===== src/rtl/riscv_pkg.sv =====
// Shared RISC-V definitions: memory funct3 encodings, LSU states, strobes.
package riscv_pkg;

    localparam logic [2:0] F3_LB  = 3'b000;
    localparam logic [2:0] F3_LH  = 3'b001;
    localparam logic [2:0] F3_LW  = 3'b010;
    localparam logic [2:0] F3_LBU = 3'b100;
    localparam logic [2:0] F3_LHU = 3'b101;
    localparam logic [2:0] F3_SB  = 3'b000;
    localparam logic [2:0] F3_SH  = 3'b001;
    localparam logic [2:0] F3_SW  = 3'b010;

    typedef enum logic [1:0] {
        ST_IDLE,
        ST_REQ,
        ST_WAIT,
        ST_DONE
    } lsu_state_t;

    localparam logic [3:0] STRB_B = 4'b0001;
    localparam logic [3:0] STRB_H = 4'b0011;
    localparam logic [3:0] STRB_W = 4'b1111;

endpackage


===== src/rtl/lsu_align.sv =====
// Byte-lane steering for stores, shift/extend for loads, legality check.
import riscv_pkg::*;

module lsu_align (
    input  logic        is_store,
    input  logic [2:0]  funct3,
    input  logic [1:0]  addr_lo,
    input  logic [31:0] store_data,
    output logic        legal,
    output logic [3:0]  wstrb,
    output logic [31:0] wdata,
    input  logic [2:0]  load_funct3,
    input  logic [1:0]  load_addr_lo,
    input  logic [31:0] rdata,
    output logic [31:0] load_data
);

    logic [31:0] shifted;

    always_comb begin
        legal = 1'b0;
        case (funct3)
            F3_LB:   legal = 1'b1;
            F3_LH:   legal = ~addr_lo[0];
            F3_LW:   legal = (addr_lo == 2'b00);
            F3_LBU:  legal = ~is_store;
            F3_LHU:  legal = ~is_store & ~addr_lo[0];
            default: legal = 1'b0;
        endcase
    end

    always_comb begin
        wdata = store_data;
        wstrb = STRB_W;
        case (funct3[1:0])
            2'b00: begin
                wdata = {4{store_data[7:0]}};
                wstrb = STRB_B << addr_lo;
            end
            2'b01: begin
                wdata = {2{store_data[15:0]}};
                wstrb = STRB_H << {addr_lo[1], 1'b0};
            end
            default: begin
                wdata = store_data;
                wstrb = STRB_W;
            end
        endcase
    end

    // Lane of interest is moved to bit 0 before extension
    assign shifted = rdata >> {load_addr_lo, 3'b000};

    always_comb begin
        load_data = shifted;
        case (load_funct3)
            F3_LB:   load_data = {{24{shifted[7]}}, shifted[7:0]};
            F3_LH:   load_data = {{16{shifted[15]}}, shifted[15:0]};
            F3_LBU:  load_data = {24'd0, shifted[7:0]};
            F3_LHU:  load_data = {16'd0, shifted[15:0]};
            default: load_data = shifted;
        endcase
    end

endmodule


===== src/rtl/load_store_unit.sv =====
// Data-memory access stage: one valid/ready transaction per load/store,
// holding the pipeline with Stall until the access completes.
import riscv_pkg::*;

module load_store_unit #(
    parameter int ADDR_W = 32
) (
    input  logic              clk,
    input  logic              reset,
    input  logic              MemWrite,
    input  logic              MemRead,
    input  logic [2:0]        LoadOrStoreTYPE,
    input  logic [ADDR_W-1:0] Addr,
    input  logic [31:0]       StoreData,
    output logic              Stall,
    output logic [31:0]       LoadData,
    output logic              LoadValid,
    output logic              Fault,
    output logic              mem_req_valid,
    input  logic              mem_req_ready,
    output logic              mem_we,
    output logic [ADDR_W-1:0] mem_addr,
    output logic [3:0]        mem_wstrb,
    output logic [31:0]       mem_wdata,
    input  logic              mem_rsp_valid,
    input  logic [31:0]       mem_rdata
);

    lsu_state_t  state;
    logic [2:0]  funct3_q;
    logic [1:0]  addr_lo_q;
    logic        req;
    logic        legal;
    logic        accept;
    logic [3:0]  wstrb;
    logic [31:0] wdata;
    logic [31:0] load_data;

    lsu_align u_align (
        .is_store     (MemWrite),
        .funct3       (LoadOrStoreTYPE),
        .addr_lo      (Addr[1:0]),
        .store_data   (StoreData),
        .legal        (legal),
        .wstrb        (wstrb),
        .wdata        (wdata),
        .load_funct3  (funct3_q),
        .load_addr_lo (addr_lo_q),
        .rdata        (mem_rdata),
        .load_data    (load_data)
    );

    assign req    = MemWrite | MemRead;
    assign accept = (state == ST_IDLE) & req & legal;
    assign Fault  = (state == ST_IDLE) & req & ~legal;
    assign Stall  = accept | (state == ST_REQ) | (state == ST_WAIT);

    always_ff @(posedge clk or posedge reset) begin
        if (reset) begin
            state         <= ST_IDLE;
            funct3_q      <= 3'd0;
            addr_lo_q     <= 2'd0;
            LoadData      <= 32'd0;
            LoadValid     <= 1'b0;
            mem_req_valid <= 1'b0;
            mem_we        <= 1'b0;
            mem_addr      <= '0;
            mem_wstrb     <= 4'd0;
            mem_wdata     <= 32'd0;
        end else begin
            LoadValid <= 1'b0;
            unique case (state)
                ST_IDLE: begin
                    if (accept) begin
                        state         <= ST_REQ;
                        funct3_q      <= LoadOrStoreTYPE;
                        addr_lo_q     <= Addr[1:0];
                        mem_req_valid <= 1'b1;
                        mem_we        <= MemWrite;
                        mem_addr      <= {Addr[ADDR_W-1:2], 2'b00};
                        mem_wstrb     <= MemWrite ? wstrb : 4'd0;
                        mem_wdata     <= MemWrite ? wdata : 32'd0;
                    end
                end
                ST_REQ: begin
                    if (mem_req_ready) begin
                        mem_req_valid <= 1'b0;
                        state         <= ST_WAIT;
                    end
                end
                ST_WAIT: begin
                    // Stores complete on the write acknowledge as well
                    if (mem_rsp_valid) begin
                        if (!mem_we) begin
                            LoadData  <= load_data;
                            LoadValid <= 1'b1;
                        end
                        state <= ST_DONE;
                    end
                end
                ST_DONE: state <= ST_IDLE;
            endcase
        end
    end

endmodule


===== config.mk =====
export PLATFORM = sky130hd
export DESIGN_NAME = load_store_unit
export DESIGN_NICKNAME = d
export VERILOG_FILES = /design/src/rtl/riscv_pkg.sv /design/src/rtl/lsu_align.sv /design/src/rtl/load_store_unit.sv
export SDC_FILE = /design/constraint.sdc
export NUM_CORES = 1
export LEC_CHECK = 0
export CORE_MARGIN = 2
export CORE_UTILIZATION = 40
export DETAILED_ROUTE_END_ITERATION = 12
export PLACE_DENSITY = 0.8
export SETUP_SLACK_MARGIN = 0.3
export SLEW_MARGIN = 20
export SYNTH_ARGS = -nofsm -noshare
export SYNTH_HDL_FRONTEND = slang
export SYNTH_SLANG_ARGS = --single-unit

===== constraint.sdc =====
create_clock -name clk -period 6.2 [get_ports clk]
set_input_delay 1.24 -clock clk [delete_from_list [all_inputs] [get_ports clk]]
set_output_delay 1.24 -clock clk [all_outputs]
set_load 0.005 [all_outputs]

# After elaboration in Yosys (flattened, before gate mapping)
# Index checks and enable logic that the tools add are counted.
[word_totals]
ff_bits = 108
latch_bits = 0
ramBits = 0
rom_bits = 0
word_cells = 64
memories = 0
[classes]
n_addsub = 0
n_mul = 0
n_div = 0
n_lt_le_gt_ge = 0
n_eq_ne = 14
shift = 3
n_mux = 16
bitwise_logic = 11
n_reduce_logical = 10
[ops]
columns = ["op", "n"]
rows = [
  ["32-bit one-hot mux with 4 select lines", 1],
  ["32-bit one-hot mux with 2 select lines", 1],
  ["32-bit two-way mux", 1],
  ["32-bit by 5-bit right shift with 32-bit output", 1],
  ["3-bit equality test, second input constant", 4],
  ["3-bit AND reduction", 3],
  ["2-bit one-hot mux with 4 select lines", 1],
  ["4-bit one-hot mux with 2 select lines", 1],
  ["3-bit by 1-bit equality test with 1-bit output, second input constant", 2],
  ["2-bit zero test", 3],
  ["3-bit zero test", 2],
  ["2-bit two-way mux", 3],
  ["2-bit != test, second input constant", 3],
  ["1-bit two-way mux", 5],
  ["1-bit one-hot mux with 5 select lines", 1],
  ["1-bit AND", 4],
  ["2-bit by 1-bit equality test with 1-bit output, second input constant", 2],
  ["2-bit equality test, second input constant", 2],
  ["4-bit two-way mux", 1],
  ["1-bit inverter", 4],
  ["1-bit by 2-bit left shift with 4-bit output, first input constant", 1],
  ["2-bit by 2-bit left shift with 4-bit output, first input constant", 1],
  ["3-bit by 2-bit equality test with 1-bit output, second input constant", 1],
  ["1-bit OR", 3],
  ["3 further kinds", 3],
]

# Depth between registers and ports, before layout
# Gate-level depths: netlist of run 1.
[logic_depth]
ltp_word = 6
depth_mapped = 9
mapped_depth_nobuf = 7

# By module
# A second synthesis of run 1 with hierarchy kept.
[unflattened]
hier_cells = 499
area_unflattened_um2 = 5517.8
[modules_own_cells]
columns = ["module", "n_inst", "cells_each", "area_each_um2", "seq_area_each_um2"]
rows = [
  ["load_store_unit", 1, 330, 4340.4, 2702.6],
  ["lsu_align", 1, 169, 1177.4, 0.0],
]

# Worst setup path before layout of run 1
# No wires, ideal clock.
[synth_timing]
path_kind = "input to output"
from = "input port Addr[0]"
to = "output port Stall"
arrival_ns = 2.096
required_ns = 4.960
setup_slack_ns = 2.864
stages = 5
n_path_buf = 2
path_cell_list = "nor4_2 -> o21bai_2 -> buf_4 -> buf_2 -> nand2_1"
[synth_between]
elab_chain_len = 6
elab_cells_between_ends = 7
classes_between = "1 x mux; 5 x bitwise; 1 x reduce/logical"
[synth_rtl]
columns = ["element", "line_no", "rtl"]
rows = [
  ["start: declaration", "load_store_unit.sv:13", "input logic [ADDR_W-1:0] Addr,"],
  ["1-bit inverter", "lsu_align.sv:24, lsu_align.sv:27", ""],
  ["1-bit AND", "lsu_align.sv:27", "F3_LHU: legal = ~is_store & ~addr_lo[0];"],
  ["1-bit one-hot mux with 5 select lines (*)", "lsu_align.sv:22", "case (funct3)"],
  ["1-bit AND (*)", "load_store_unit.sv:54", "assign accept = (state == ST_IDLE) & req & legal;"],
  ["1-bit OR (*) (2 in series)", "load_store_unit.sv:56", "assign Stall = accept | (state == ST_REQ) | (state == ST_WAIT);"],
  ["end: declaration", "load_store_unit.sv:15", "output logic Stall,"],
]
# Every way passes the cells marked *; elsewhere a longest branch is shown, timed or not.

# Worst setup path in the final report of run 1
[layout_timing]
from = "input port MemWrite"
to = "output port Stall"
[layout_between]
elab_chain_len = 6
elab_cells_between_ends = 8
classes_between = "1 x mux; 7 x bitwise"
[layout_rtl]
columns = ["element", "line_no", "rtl"]
rows = [
  ["start: declaration", "load_store_unit.sv:10", "input logic MemWrite,"],
  ["1-bit inverter", "lsu_align.sv:26, lsu_align.sv:27", ""],
  ["1-bit AND", "lsu_align.sv:27", ""],
  ["1-bit one-hot mux with 5 select lines", "lsu_align.sv:22", ""],
  ["1-bit AND (*)", "load_store_unit.sv:54", ""],
  ["1-bit OR (*) (2 in series)", "load_store_unit.sv:56", ""],
]
# Marks and branches as above.

==> key figures, run 1 <==
Placed design
  • Post-DP HPWL: 11000 um
  • DP Area: 7350 um^2
  • Placed cells: 866
  • GPL Wtd Cong: 0.931
  • IO Port Bufs: 207
  • Place WS: 1.71 ns

Timing
  • Worst slew pin tran: 1.05 ns
  • RSZ-0062 raised after global routing: false
  • Worst Skew: 0.0165 ns
  • Final min period: 4.49 ns
  • PnR worst setup slack: 1.71 ns
  • Max Fclk: 0.223 GHz
  • Pins Over Slew Limit: 0
  • Final setup vio count: 0
  • TNS Setup: 0 ns
  • Slew Limit Headroom: 0.301
  • Tcrit/Tclk final: 0.724
  • Final hold vios: 0

Synth
  • Cells after Synth: 519
  • Mapped cell area: 5210 um^2
  • Synth top area share: 0.518
  • Number of synthesized flops with an enable pin: 0
  • Post-synth top area cell: dfrtp_1
  • Synth Register Bits: 108
  • Primary FF master, synth: dfrtp_1
  • Share of the yosys chip area belonging to registers: 0.518
  • Netlist cell types: 37
  • Area contributors post-synth: dfrtp_1 (52%), mux2_1 (9.5%), nand2_1 (6.3%)
  • Syn avg cell area: 10.0 um^2
  • Post-synthesis async set-or-reset flop share: 1.00
  • Yosys warnings: 0

Layout
  • Area grow syn2layout: 46.9%
  • Final Non-Filler Cells: 882
  • Utilization after layout: 0.604
  • Multi-input logic area: 2290 um^2
  • Filler cell count: 1062
  • Register area: 2700 um^2
  • Post-Layout Inst Area: 7660 um^2
  • Final nets: 813
  • # diodes: 0
  • Commonest non-fill, non-tap cell in the layout: clkdlybuf4s50_1
  • Commonest non-fill, non-tap cells in the layout: clkdlybuf4s50_1 (207), dfrtp_1 (107), nand2_1 (88)
  • Share of post-route cells with drive strength above 1: 0.0662

Global route
  • Met1 GRT Util: 0.246
  • Vias in the first global route: 4610
  • First-pass GRT wire length: 23300 um
  • GRT met3 Usage: 0.0656
  • Largest net degree at the start of global routing: 64
  • Grt met2 use: 0.349
  • Initial antenna violation count: 0
  • GRT Total Usage: 0.206
  • GR Overflow Total: 0
  • Most Crowded Layer GR: met2

Worst setup path
  • Crit path capture type: output port
  • Max incr delay on CP: 0.77 ns
  • Cell repeated most along the worst path: clkdlybuf4s50_1
  • Slowest CP cell: clkdlybuf4s50_1
  • CP cell instances: clkdlybuf4s50_1, a221oi_2, o21bai_4, nand2_1, clkdlybuf4s50_1
  • CP required: 4.96 ns
  • Critical path arrival: 3.25 ns
  • Setup Crit Path Kind: in -> out
  • Setup crit start kind: primary input
  • CP max FO: 21

Floorplanning
  • Total core area: 12700 um^2
  • Die height: 118 um
  • Die area: 14000 um^2
  • I/O pin cnt: 210
  • Initial Util: 0.411
  • # rows: 41
  • DIE WIDTH: 118 um

Flow run
  • Max-cap violations: 0

Worst hold path
  • Hold Path Class: reg -> reg

Power
  • Leak pwr: 3.25 nW
  • VDD IR max: 0.000177 V
  • PwrDens: 445 nW/um^2

Clock tree
  • Number of H-tree levels: 3
  • Post_cts resized: 0
  • CTS Root Cell: clkbuf_16
  • CTS Buffer Depth: 2
  • CTS Hold Bufs: 0
  • Worst skew pair latency: 0.36 ns
  • Postcts setup bufs: 0
  • CTS tree: done
  • CTS buffer count: 9
  • Clock transition at path regs: 0.07 ns
  • Num Clock Sinks: 108

Detailed routing
  • DR iter-0 viols: 296
  • Drt pass-1 iters: 4
  • Antenna Violating Nets Remaining: 0
  • DRC: 0
  • Via count: 4446
  • Vias per cell: 5.04
  • Routed WL per cell: 16.4 um
  • DRT Wirelength: 14500 um

Status
  • Status: complete, no violations
[area by class of cell]
type	count	share of cell area
Sequential cell	108	0.353
Multi-Input combinational cell	367	0.299
Timing Repair Buffer	212	0.276
Clock buffer	9	0.0294
Tap cell	172	0.0281
Clock inverter	7	0.0108
Inverter	7	0.00376
[layer usage]
metal / wire length [um] / share of wire / vias to the layer above
li1: - / - / 2136
met1: 5780 / 0.40 / 2091
met2: 6990 / 0.48 / 197
met3: 1440 / 0.099 / 22
met4: 288 / 0.020 / 0
met5: 0 / 0 / -
[synthesized netlist by cell type (3+ instances only)]
library cell and instances:
a21oi_1 48, and2_1 7, buf_2 9, buf_4 5
buf_6 4, clkbuf_1 17, dfrtp_1 108, ha_1 3
inv_1 5, mux2_1 44, mux2_2 17, mux2i_1 24
nand2_1 88, nor2_1 42, nor2b_1 5, o21ai_0 14
o21ai_1 53
[cell families after synthesis]
group / share of synthesized area
buffers and inverters: 0.0442
adder cells (fa/ha/maj): 0.00720
other: 0.000719
multiplexers: 0.178
flip-flops: 0.518
AND/OR/NAND/NOR: 0.123
AO/OA/AOI/OAI: 0.128
[stage by stage]
stage | power, mW | hold WS (ns)
final | 3.40 | 0.492
after global routing | 3.64 | 0.511
after floorplan | 1.94 | 0.479
after detailed placement | 2.84 | 0.477
after CTS | 3.44 | 0.493
after global placement | 2.78 | 0.467
[sequential cells by signal (all words and copies together), names as in the netlist]
register / flops
mem_we: 1
addr_lo_q: 2
state: 2
funct3_q: 3
mem_wdata: 32
LoadValid: 1
mem_req_valid: 1
mem_addr: 30
mem_wstrb: 4
LoadData: 32
[power breakdown]
| group | internal, mW | leakage (nW) | switching [mW] | total [mW] |
|---|---|---|---|---|
| Sequential | 1.04 | 1.33 | 0.262 | 1.31 |
| Clock | 0.320 | 0.145 | 0.273 | 0.592 |
| Combinational | 0.914 | 1.78 | 0.592 | 1.51 |
[path summary, 6_finish.rpt]
path | cells after the start | end | slack [ns] | from
setup reg to reg | 7 | mem_addr[21] | 3.52 | state[0]
max in group asynchronous | 3 | addr_lo_q[0] | 3.64 | reset
setup / recovery | 5 | Stall | 1.71 | MemWrite
hold / removal | 2 | mem_wstrb[2] | 0.49 | mem_wstrb[2]
hold reg to reg | 2 | mem_wstrb[2] | 0.49 | mem_wstrb[2]
min in group asynchronous | 2 | mem_addr[16] | 1.31 | reset
[critical path, delay by kind of cell]
kind	cells	cell delay [ns]
buffers and inverters	2	1.29
and+or+nand+nor	1	0.07
AOI/OAI and AO/OA	2	0.64
No activity file was read; power rests on OpenSTA's default activity.
==> run 2, diff against run 1 <==
clock period = 4.64 ns   (was 6.2 ns; I/O delays follow)
==> key figures, run 2 (synthesis gave the netlist of run 1 again) <==
Floorplanning
  • # rows: 41 (unchanged)
  • DIE WIDTH: 118 um (unchanged)
  • Initial Util: 0.411 (unchanged)
  • Total core area: 12700 um^2 (unchanged)
  • Die area: 14000 um^2 (unchanged)
  • I/O pin cnt: 210 (unchanged)
  • Die height: 118 um (unchanged)

Power
  • Leak pwr: 3.25 nW (about the same)
  • Sw Share: 0.336 (+0.00506)
  • PwrDens: 589 nW/um^2 (+32%)
  • VDD IR max: 0.000259 V (+47%)
  • Clk pwr share: 0.162 (-0.012)
  • Reg power frac: 0.379 (-0.005)
  • Combinational power share: 0.459 (+0.017)
  • Power Total: 4.51 mW (+32%)
  • Sw Pwr: 1.52 mW (+34%)
  • Power Internal: 2.99 mW (+31%)

Placed design
  • Post-DP HPWL: 11000 um (+0.42%)
  • IO Port Bufs: 207 (unchanged)
  • Placed cells: 869 (+0.35%)
  • DP Area: 7370 um^2 (+0.31%)
  • GPL Wtd Cong: 0.913 (-2.0%)
  • Place WS: 0.833 ns (-0.878 ns)

Global route
  • Vias in the first global route: 4517 (-2.0%)
  • Largest net degree at the start of global routing: 89 (+39%)
  • GR Overflow Total: 0 (unchanged)
  • First-pass GRT wire length: 23300 um (-0.12%)
  • GRT Total Usage: 0.209 (+0.00342)
  • Initial antenna violation count: 0 (unchanged)

Worst setup path
  • Setup crit start kind: primary input
  • Cell repeated most along the worst path: clkdlybuf4s50_1
  • CP cell instances: clkdlybuf4s50_1, a221oi_2, o21bai_4, nand2_1, clkdlybuf4s50_1
  • Slowest CP cell: clkdlybuf4s50_1
  • Crit path capture type: output port
  • CP required: 3.71 ns (-1.25 ns)
  • Critical path arrival: 2.77 ns (-0.48 ns)
  • CP max FO: 15 (-29%)
  • Setup Crit Path Kind: in -> out
  • Max incr delay on CP: 0.65 ns (-0.12 ns)

Layout
  • Final Non-Filler Cells: 885 (+0.34%)
  • Post-Layout Inst Area: 7660 um^2 (about the same)
  • Area grow syn2layout: 46.9% (about the same)
  • Filler cell count: 1077 (+1.4%)
  • Share of post-route cells with drive strength above 1: 0.0687 (+0.00253)
  • Utilization after layout: 0.604 (about the same)
  • Final nets: 816 (+0.37%)
  • # diodes: 0 (unchanged)
  • Commonest non-fill, non-tap cell in the layout: clkdlybuf4s50_1
  • Biggest regs: LoadData x32, mem_wdata x32, mem_addr x30
  • Commonest non-fill, non-tap cells in the layout: clkdlybuf4s50_1 (207), dfrtp_1 (108), nand2_1 (88)

Timing
  • Max Fclk: 0.271 GHz
  • Slew Limit Headroom: 0.274 (-0.0275)
  • TNS Setup: 0 ns (unchanged)
  • Final min period: 3.69 ns
  • Pins Over Slew Limit: 0 (unchanged)
  • Hold_ws: 0.489 ns (-0.00344 ns)
  • Final hold vios: 0 (unchanged)
  • Worst slew pin tran: 1.09 ns (+0.0412 ns)
  • Tcrit/Tclk final: 0.796
  • Final setup vio count: 0 (unchanged)
  • PnR worst setup slack: 0.945 ns (-0.764 ns)
  • RSZ-0062 raised after global routing: false
  • Worst Skew: 0.00491 ns (-0.0115 ns)

Detailed routing
  • Routed WL per cell: 16.8 um (+2.1%)
  • Via count: 4518 (+1.6%)
  • Drt pass-1 iters: 4 (unchanged)
  • DRC: 0 (unchanged)
  • DRT Wirelength: 14800 um (+2.4%)
  • Antenna Violating Nets Remaining: 0 (unchanged)
  • DR iter-0 viols: 258 (-13%)
  • Vias per cell: 5.11 (+1.3%)

Clock tree
  • Clock transition at path regs: 0.07 ns (about the same)
  • CTS Hold Bufs: 0 (unchanged)
  • Worst skew pair latency: 0.35 ns (about the same)
  • Post_cts resized: 0 (unchanged)
  • CTS Root Cell: clkbuf_16
  • Number of H-tree levels: 3 (unchanged)
  • CTS tree: done
  • CTS buffer count: 9 (unchanged)
  • Postcts setup bufs: 0 (unchanged)
  • CTS Buffer Depth: 2 (unchanged)
  • Num Clock Sinks: 108 (unchanged)

Worst hold path
  • Hold Path Class: reg -> reg

Flow run
  • Max-cap violations: 0 (unchanged)

Status
  • Status: complete, no violations
[run 2: cell types whose count changed in the layout (fill, tap and decap cells not counted)]
cell        delta
dfrtp_2        -1
clkinv_4       +1
dfrtp_1        +1
clkinvlp_4     +1
buf_4          +3
inv_4          -1
bufinv_16      -1
[run 2: cell type report]
cell class,count,area [um^2],area share
clock inverter,7,60.1,0.00784
clock buffer,9,225,0.0294
tap,172,215,0.0281
multi-input combinational,367,2290,0.299
inverter,7,31.3,0.00408
timing repair buffer,215,2130,0.278
sequential,108,2700,0.353
[run 2: power groups by stage]
stage / Combinational (mW) / Clock (mW) / Sequential [mW]
CTS: 2.09 / 0.753 / 1.71
floorplan: 0.922 / 0 / 1.67
finish: 2.07 / 0.732 / 1.71
global placement: 2.02 / 0 / 1.70
detailed placement: 2.08 / 0 / 1.72
global route: 2.24 / 0.794 / 1.76
[run 2: worst max-delay path: cells and delay by family]
kind,cells,cell delay (ns)
AOI/OAI and AO/OA,2,0.58
buffers and inverters,2,1.18
and+or+nand+nor,1,0.07
[run 2: worst paths after layout]
kind	startpoint	endpoint	slack [ns]	depth (start not counted)
min in group asynchronous	reset	mem_addr[18]	1.12	2
max reg2reg	addr_lo_q[1]	LoadData[16]	1.92	4
min reg2reg	LoadData[6]	LoadData[6]	0.49	2
min	LoadData[6]	LoadData[6]	0.49	2
max in group asynchronous	reset	funct3_q[2]	2.80	3
max	MemWrite	Stall	0.95	5
[run 2: metal layers]
metal,vias up,GRT usage,part of all wire
met5,-,0,0
met4,0,0.0685,0.019
met3,21,0.0753,0.094
met2,196,0.360,0.48
met1,2162,0.242,0.40
li1,2139,-,-
